## src/rtl/ball_speed_resolver.sv

```systemverilog
// ball_speed_resolver: per-ball velocity register file with wall reflection, ball-ball swap, cue shot and friction.
// Collision and frame pulses are latched as pending requests and serviced one at a time by a small FSM.
module ball_speed_resolver #(
    parameter int NUM_BALLS      = 3,
    parameter int SPEED_W        = 11,
    parameter int FRICTION_SHIFT = 6,
    parameter int MAX_SPEED      = 255
) (
    input  logic                         clk,
    input  logic                         reset,
    input  logic                         startOfFrame,
    input  logic                         shot_valid,
    input  logic [SPEED_W-1:0]           shot_x_speed,
    input  logic [SPEED_W-1:0]           shot_y_speed,
    input  logic [NUM_BALLS-1:0]         balls_in_game,
    input  logic [NUM_BALLS-1:0]         ballwall_collide,
    input  logic [1:0]                   collided_wall,
    input  logic [NUM_BALLS-1:0]         balls_collide,
    input  logic [7:0]                   Balls_col_ID,
    output logic [NUM_BALLS*SPEED_W-1:0] x_speed,
    output logic [NUM_BALLS*SPEED_W-1:0] y_speed,
    output logic                         all_stopped,
    output logic                         busy,
    output logic                         event_dropped
);
    localparam int IW = NUM_BALLS > 1 ? $clog2(NUM_BALLS) : 1;
    typedef logic signed [SPEED_W-1:0] spd_t;
    typedef enum logic [2:0] {IDLE, SWEEP, WALL, BALL, SHOT} state_t;
    localparam spd_t SMAX = spd_t'({1'b0, {(SPEED_W-1){1'b1}}});
    localparam spd_t SMIN = spd_t'({1'b1, {(SPEED_W-1){1'b0}}});
    localparam spd_t CMAX = spd_t'(MAX_SPEED);
    localparam spd_t CMIN = -CMAX;

    state_t               state, nstate;
    spd_t                 vx [NUM_BALLS];
    spd_t                 vy [NUM_BALLS];
    spd_t                 nx [NUM_BALLS];
    spd_t                 ny [NUM_BALLS];
    spd_t                 shot_x, shot_y;
    logic [IW-1:0]        idx;
    logic [NUM_BALLS-1:0] pend_wall_vec;
    logic [1:0]           pend_wall_dir;
    logic                 pend_ball, pend_sweep, pend_shot, stop, ball_ok;
    logic [3:0]           pend_id0, pend_id1;

    // Magnitude is handled unsigned so the most negative speed still has a representable |v|.
    function automatic spd_t fric(spd_t v);
        logic [SPEED_W-1:0] a, d, r;
        a = v[SPEED_W-1] ? -v : v;
        d = a >> FRICTION_SHIFT;
        d = (d == '0) ? SPEED_W'(1) : d;
        r = (a > d) ? a - d : '0;
        return v[SPEED_W-1] ? spd_t'(-r) : spd_t'(r);
    endfunction

    function automatic spd_t neg(spd_t v);
        return (v == SMIN) ? SMAX : -v;
    endfunction

    function automatic spd_t clamp(spd_t v);
        return (v > CMAX) ? CMAX : (v < CMIN) ? CMIN : v;
    endfunction

    always_comb begin
        nstate  = state;
        nx      = vx;
        ny      = vy;
        ball_ok = pend_id0 != pend_id1 && int'(pend_id0) < NUM_BALLS && int'(pend_id1) < NUM_BALLS;
        case (state)
            IDLE: nstate = pend_sweep ? SWEEP : |pend_wall_vec ? WALL : pend_ball ? BALL : pend_shot ? SHOT : IDLE;
            SWEEP: begin
                for (int i = 0; i < NUM_BALLS; i++)
                    if (int'(idx) == i) begin
                        nx[i] = fric(vx[i]);
                        ny[i] = fric(vy[i]);
                    end
                nstate = (int'(idx) == NUM_BALLS-1) ? IDLE : SWEEP;
            end
            WALL: begin
                for (int i = 0; i < NUM_BALLS; i++) begin
                    if (pend_wall_vec[i] && pend_wall_dir[0]) nx[i] = neg(vx[i]);
                    if (pend_wall_vec[i] && pend_wall_dir[1]) ny[i] = neg(vy[i]);
                end
                nstate = IDLE;
            end
            BALL: begin
                for (int i = 0; i < NUM_BALLS; i++)
                    for (int j = 0; j < NUM_BALLS; j++)
                        if (ball_ok && i == int'(pend_id0) && j == int'(pend_id1)) begin
                            nx[i] = vx[j];
                            ny[i] = vy[j];
                            nx[j] = vx[i];
                            ny[j] = vy[i];
                        end
                nstate = IDLE;
            end
            SHOT: begin
                if (all_stopped && balls_in_game[0]) begin
                    nx[0] = clamp(shot_x);
                    ny[0] = clamp(shot_y);
                end
                nstate = IDLE;
            end
            default: nstate = IDLE;
        endcase
        stop = 1'b1;
        for (int i = 0; i < NUM_BALLS; i++) begin
            if (!balls_in_game[i]) begin
                nx[i] = '0;
                ny[i] = '0;
            end
            stop = stop && nx[i] == '0 && ny[i] == '0;
        end
    end

    always_ff @(posedge clk or posedge reset) begin
        if (reset) begin
            state         <= IDLE;
            for (int i = 0; i < NUM_BALLS; i++) begin
                vx[i] <= '0;
                vy[i] <= '0;
            end
            idx           <= '0;
            pend_wall_vec <= '0;
            pend_wall_dir <= '0;
            pend_ball     <= 1'b0;
            pend_id0      <= '0;
            pend_id1      <= '0;
            pend_sweep    <= 1'b0;
            pend_shot     <= 1'b0;
            shot_x        <= '0;
            shot_y        <= '0;
            event_dropped <= 1'b0;
            all_stopped   <= 1'b1;
            busy          <= 1'b0;
        end else begin
            state         <= nstate;
            vx            <= nx;
            vy            <= ny;
            idx           <= (state == SWEEP && int'(idx) != NUM_BALLS-1) ? idx + IW'(1) : '0;
            pend_wall_vec <= (state == WALL ? '0 : pend_wall_vec) | ballwall_collide;
            pend_wall_dir <= (state == WALL ? '0 : pend_wall_dir) | collided_wall;
            pend_sweep    <= startOfFrame | (pend_sweep & (state != IDLE));
            pend_shot     <= shot_valid | (pend_shot & (state != SHOT));
            if (shot_valid) begin
                shot_x <= shot_x_speed;
                shot_y <= shot_y_speed;
            end
            // A new event may refill the slot in the same cycle the old one is consumed.
            if (|balls_collide && (!pend_ball || state == BALL)) begin
                pend_ball <= 1'b1;
                pend_id0  <= Balls_col_ID[3:0];
                pend_id1  <= Balls_col_ID[7:4];
            end else if (state == BALL) begin
                pend_ball <= 1'b0;
            end
            event_dropped <= |balls_collide && pend_ball && state != BALL;
            all_stopped   <= stop;
            busy          <= nstate != IDLE;
        end
    end

    for (genvar g = 0; g < NUM_BALLS; g++) begin : g_out
        assign x_speed[g*SPEED_W +: SPEED_W] = vx[g];
        assign y_speed[g*SPEED_W +: SPEED_W] = vy[g];
    end
endmodule
```

## config.mk

```make
export PLATFORM = sky130hd
export DESIGN_NAME = ball_speed_resolver
export DESIGN_NICKNAME = d
export VERILOG_FILES = /design/src/rtl/ball_speed_resolver.sv
export SDC_FILE = /design/constraint.sdc
export NUM_CORES = 1
export LEC_CHECK = 0
export ABC_AREA = 1
export BUFFER_PORTS_ARGS = -buffer_cell sky130_fd_sc_hd__buf_2
export CAP_MARGIN = 25
export CELL_PAD_IN_SITES_DETAIL_PLACEMENT = 1
export CELL_PAD_IN_SITES_GLOBAL_PLACEMENT = 1
export CORE_UTILIZATION = 47
export CTS_CLUSTER_SIZE = 28
export DETAILED_ROUTE_END_ITERATION = 8
export PLACE_DENSITY = 0.94
export SETUP_SLACK_MARGIN = 0.02
export SLEW_MARGIN = 20
export SYNTH_ARGS = -nofsm -noshare
export SYNTH_HDL_FRONTEND = slang
export SYNTH_SLANG_ARGS = --single-unit
```

## constraint.sdc

```tcl
create_clock -name clk -period 8.2 [get_ports clk]
set_input_delay 2.46 -clock clk [delete_from_list [all_inputs] [get_ports clk]]
set_output_delay 2.46 -clock clk [all_outputs]
set_load 0.01 [all_outputs]
```

Word level (Yosys, flattened, before mapping):

Index checks and enable logic that the tools add are counted.
Widths: inputs -> output; s select.

* register bits: 112
* latch bits: 0
* memory bits (writable): 0
* ROM bits: 0
* input port bits: 45
* memories: 0

* $add $sub $neg: 19
* multipliers: 0
* div/mod/pow operators: 0
* order comparisons: 12
* equal/unequal tests: 20
* shifts and indexed selects: 0
* muxes and demuxes: 91
* bitwise operators: 6
* reduce and logical (&&, ||, !) cells: 52

Operators by type and width (count)
* $mux 11: 60
* $mux 22: 10
* $logic_not 11->1: 12
* $neg 11->11: 12
* $pmux 22 s3: 2
* $pmux 11 s4: 2
* $eq 11x11->1 const B: 6
* $gt 11x5->1: 6
* $sub 11x5->11: 6
* $mux 5: 6
* $logic_and 1x1->1: 29
* $gt 11x9->1 const B: 2
* $lt 11x9->1 const B: 2
* $mux 3: 5
* $eq 2x4->1 const A: 2
* $eq 3x4->1 const A: 2
* $logic_not 4->1: 2
* $lt 4x2->1 const B: 2
* $eq 3x2->1 const B: 2
* $pmux 3 s2: 1
* $reduce_bool 3->1: 2
* $reduce_or 3->1: 2
* $eq 2x2->1 const B: 2
* $mux 2: 2
* other kinds (17): 21

Depth between registers and ports, before layout:

* depth in word-level cells: 21
* mapped depth: 40
* depth with buffers taken out: 39

Worst setup path after synthesis:

OpenSTA, ideal clock, no wires.

* path kind: reg-to-reg
* start: reg vy (netlist bit y_speed[11])
* end: reg all_stopped
* setup time: 67 ps
* arrival time: 4137 ps
* required time: 8133 ps
* setup slack: 3996 ps
* stages on the path, launching flop included: 32
* path buffers: 1
* clock period less this slack: 4204 ps
* path through: dfrtp_1 > inv_1 > ha_1 > nand3_2 > nor4_1 > ha_1 > inv_1 > ha_1 > nand2_1 > inv_1 > nand2_1 > nand2_1 > a21oi_1 > nand3_1 > a21oi_1 > nand2_2 > buf_6 > nand2_1 > ha_1 > a21oi_1 > o21ai_1 > nand2_1 > nand3_1 > nand2_1 > nand3_1 > nor2_1 > nand3_1 > nor2_1 > nand2_1 > nor2_1 > nand3_1 > nor2_1

* longest elaborated chain between the ends: 15
* elaborated cells on any way between the ends: 36
* those cells by class: 3 x add/sub; 1 x order compare; 1 x eq/ne; 22 x mux; 9 x reduce/logical

Ends and longest elaborated chain
* start, declared: line 36 `spd_t vy [NUM_BALLS];`
* start signal, assigned: line 139 `vy <= ny;`
* $neg 11->11: line 49, 57
* $mux 11: line 49 `a = v[SPEED_W-1] ? -v : v;`
* $logic_not 11->1: line 51 `d = (d == '0) ? SPEED_W'(1) : d;`
* $mux 5: line 51
* $sub 11x5->11 / $gt 11x5->1 (equally long branches): line 52 `r = (a > d) ? a - d : '0;`
* $mux 11: line 52
* $neg 11->11: line 53 `return v[SPEED_W-1] ? spd_t'(-r) : spd_t'(r);`
* $mux 11: line 53
* $mux 11: line 73 `if (int'(idx) == i) begin`
* $pmux 22 s3: line 69 `case (state)`
* $mux 11: line 108 `if (!balls_in_game[i]) begin`
* $logic_not 11->1: line 112 `stop = stop && nx[i] == '0 && ny[i] == '0;`
* $logic_and 1x1->1 (2 in series): line 112
* $logic_and 1x1->1 *: line 112
* named net stop: line 43 `logic pend_ball, pend_sweep, pend_shot, stop, ball_ok;`
* end signal, assigned: line 158 `all_stopped <= stop;`
* end, declared: line 22 `output logic all_stopped,`

The timed path passes the listed nets; every way through them passes the cells marked *. The select of a mux whose other input is x is not followed.
A chain may end at the register's enable or synchronous reset.

Worst setup path in the final report:

* start: reg vx (netlist bit x_speed[10])
* end: reg all_stopped

* longest elaborated chain between the ends: 17
* elaborated cells on any way between the ends: 38
* those cells by class: 3 x add/sub; 1 x order compare; 1 x eq/ne; 24 x mux; 9 x reduce/logical

Ends and longest elaborated chain
* start, declared: line 35 `spd_t vx [NUM_BALLS];`
* start signal, assigned: line 138 `vx <= nx;`
* $neg 11->11: line 49, 57
* $mux 11: line 49
* $logic_not 11->1: line 51
* $mux 5: line 51
* $sub 11x5->11 / $gt 11x5->1 (equally long branches): line 52
* $mux 11: line 52
* $neg 11->11: line 53
* $mux 11: line 53
* $mux 11: line 73
* $pmux 11 s4: line 69
* $mux 11: line 108
* $logic_not 11->1: line 112
* $logic_and 1x1->1 (3 in series): line 112
* $logic_and 1x1->1 * (2 in series): line 112
* named net stop: line 43

Marked as above.

==> flow_summary.toml <==
[logic_synthesis]
netlist_area_um2 = 15700
synth_ff_type = "dfrtp_1"
syn-num-nets = 2783
syn_area_per_cell_um2 = 5.88
synth-edff-count = 0
yosysWarnings = 0
netlist-cell-type-count = 63
synth_seq_cells = 112
synthXorXnorAreaFrac_pct = 2.39
synth_top_family_by_area = "simple AND/OR/NAND/NOR gates"
synthSimpleGateAreaFrac_pct = 38.1
synth_compound_area_share_pct = 24.2
synthMuxAreaShare_pct = 0
yosysSeqAreaShare_pct = 17.8
synthArstFlopShare_pct = 100
syn_inst = 2679
synth-adder-area-share_pct = 4.97

[timing]
finalHoldViolations = 0
setup_tns_ns = 0
fin_crit_sh_pct = 71.3
skew_ns = 0.0197
rsz0062_at_grt = "no"
fmax_mhz = 171
worst_pin_slew_ns = 1.03
slew_viol_final = 0
setup_violations = 0
period_minus_slack_ns = 5.84
max_slew_margin_pct = 31.2

[detailed_routing]
wl_per_cell_um = 23.4
via_per_inst = 6.35
via_count = 19905
drc = 0
drt_iter0_drc = 2397
routed_wl_um = 73300
ant_nets = 0
dr.pass1.iters = 7

[finish]
fin_util_pct = 50.7
final_common_cell = "nand2_1"
syn_to_final_growth_pct = 5.63
multi_input_area_um2 = 11000
diodes = 0
fillerInstances = 4743
final_cell_mix = "nand2_1 (764), inv_1 (297), a21oi_1 (235)"
seq_area_um2 = 2800
final_nets = 2791
layout-drive-gt1-share_pct = 11.5

[worst_setup_path]
cp_max_fo = 26
crit_family = "simple AND/OR/NAND/NOR gates"
cpMostUsedCell = "nand2_1"
cp_num_buf_inv = 3
worstPathArrival_ns = 6.15
startpoint_type = "register"
critical_path_class = "register to register"
crit_path_end_kind = "register"
max_stage_delay_ns = 1.04
crit_required_ns = 8.50
crit_slowest_cell = "dfrtp_1"

[global_route]
grt_pass1_vias = 19515
grt_max_degree = 74
track_usage_pct = 42.7
antenna_found_initial = 0
grt_pass1_wl_um = 113000
grt_overflow_total = 0

[cts]
clk_pin_slew_ns = 0.10
clockBufferDepth = 2
cts.sinks = 112
holdBufCountCts = 0
htree_levels = 3
post_cts_resized = 0
cts_buffers = 9
cts_setup_buffers = 0
cts_root_buffer = "clkbuf_16"
clkLatencyLatePin_ns = 0.38
cts_tree = "done"

[hold_path]
holdCritPathClass = "register to register"

[floorplanning]
die_y_um = 185
die_w_um = 185
rows = 66
core_area_um2 = 32800
io-pin-count = 114
initial_utilization_pct = 48.0
dieArea_um2 = 34200

[job]
timing.max_cap.violations = 0

[run_status]
outcome = "finished, final reports clean"

[placed_design]
place_congestion = 1.07
portBuffers = 113
dp.final_hpwl_um = 56100
[cell type report]
cell class / instances / share of cell area (%)
Multi-Input combinational cell: 2097 / 66.0
Sequential cell: 112 / 16.9
Tap cell: 442 / 3.32
Inverter: 339 / 7.68
Clock inverter: 7 / 0.654
Timing Repair Buffer: 128 / 4.14
Clock buffer: 9 / 1.35
[synthesized netlist by cell type (20+ instances only)]
master	instances	area (µm²)
nor3_1	20	100
dfrtp_1	111	2780
o211ai_1	22	165
nand2_1	764	2870
inv_1	299	1120
xor2_1	35	307
nand3_1	208	1040
nor2_1	173	649
buf_2	28	140
ha_1	53	663
o22ai_1	41	257
inv_2	27	101
nand4_1	43	269
a221oi_1	28	245
o21ai_1	39	195
o21ai_0	223	1120
clkbuf_1	64	240
nor2_2	23	144
a21oi_1	235	1180
nand2_2	37	231
[layer usage]
layer | up-vias | track usage, % | share of wire, %
li1 | 8924 | - | -
met1 | 9554 | 56.0 | 40
met2 | 1149 | 64.9 | 43
met3 | 278 | 9.61 | 11
met4 | 0 | 22.9 | 5.8
met5 | - | 0 | 0
[per-stage QoR]
| step | std cells | setup slack (ns) | instance area, µm² | hold slack, ns |
|---|---|---|---|---|
| 6_report | 3134 | 2.36 | 16600 | 0.481 |
| 5_1_grt | 3134 | 1.99 | 16600 | 0.489 |
| 4_1_cts | 3134 | 2.53 | 16600 | 0.471 |
| 3_5_place_dp | 3118 | 2.55 | 16300 | 0.451 |
| 3_3_place_gp | 3117 | 2.68 | 16300 | 0.446 |
| 2_1_floorplan | 2679 | 2.78 | 15700 | 0.432 |
[cells by family (layout without fill, tap and decap cells)]
family          count (synthesis)  after routing
fa+ha+maj                      59             59
xor+xnor                       43             43
compound gates                660            660
simple gates                 1335           1335
buf+inv                       470            483
flops                         112            112
[state kept, by name, indices dropped and copies added (netlist names), 2 cells and up]
register and flops:
pend_id1 4, pend_id0 4, y_speed 33, shot_y 11, idx 2, pend_wall_dir 2, shot_x 11, pend_wall_vec 3
state 3, x_speed 33
[worst reg2reg max path: cells and delay by family, from the launching register on]
family | cells | cell delay, ns
adders and majority gates | 2 | 0.66
buffers and inverters | 3 | 0.84
and+or+nand+nor | 23 | 3.05
AOI/OAI and AO/OA | 1 | 0.18
DFF | 1 | 1.04
[path summary, 6_finish.rpt]
check	from	to	slack [ns]	depth (start not counted)
setup / recovery	x_speed[10]	all_stopped	2.36	29
hold / removal	idx[0]	idx[0]	0.48	1
setup reg to reg	x_speed[10]	all_stopped	2.36	29
hold reg to reg	idx[0]	idx[0]	0.48	1
max in group asynchronous	reset	x_speed[19]	4.91	3
min in group asynchronous	reset	shot_x[0]	2.12	2
Power is left out: the tool's default activity adds up to more than one toggle a clock period on the data nets, which glitch-free logic cannot reach.
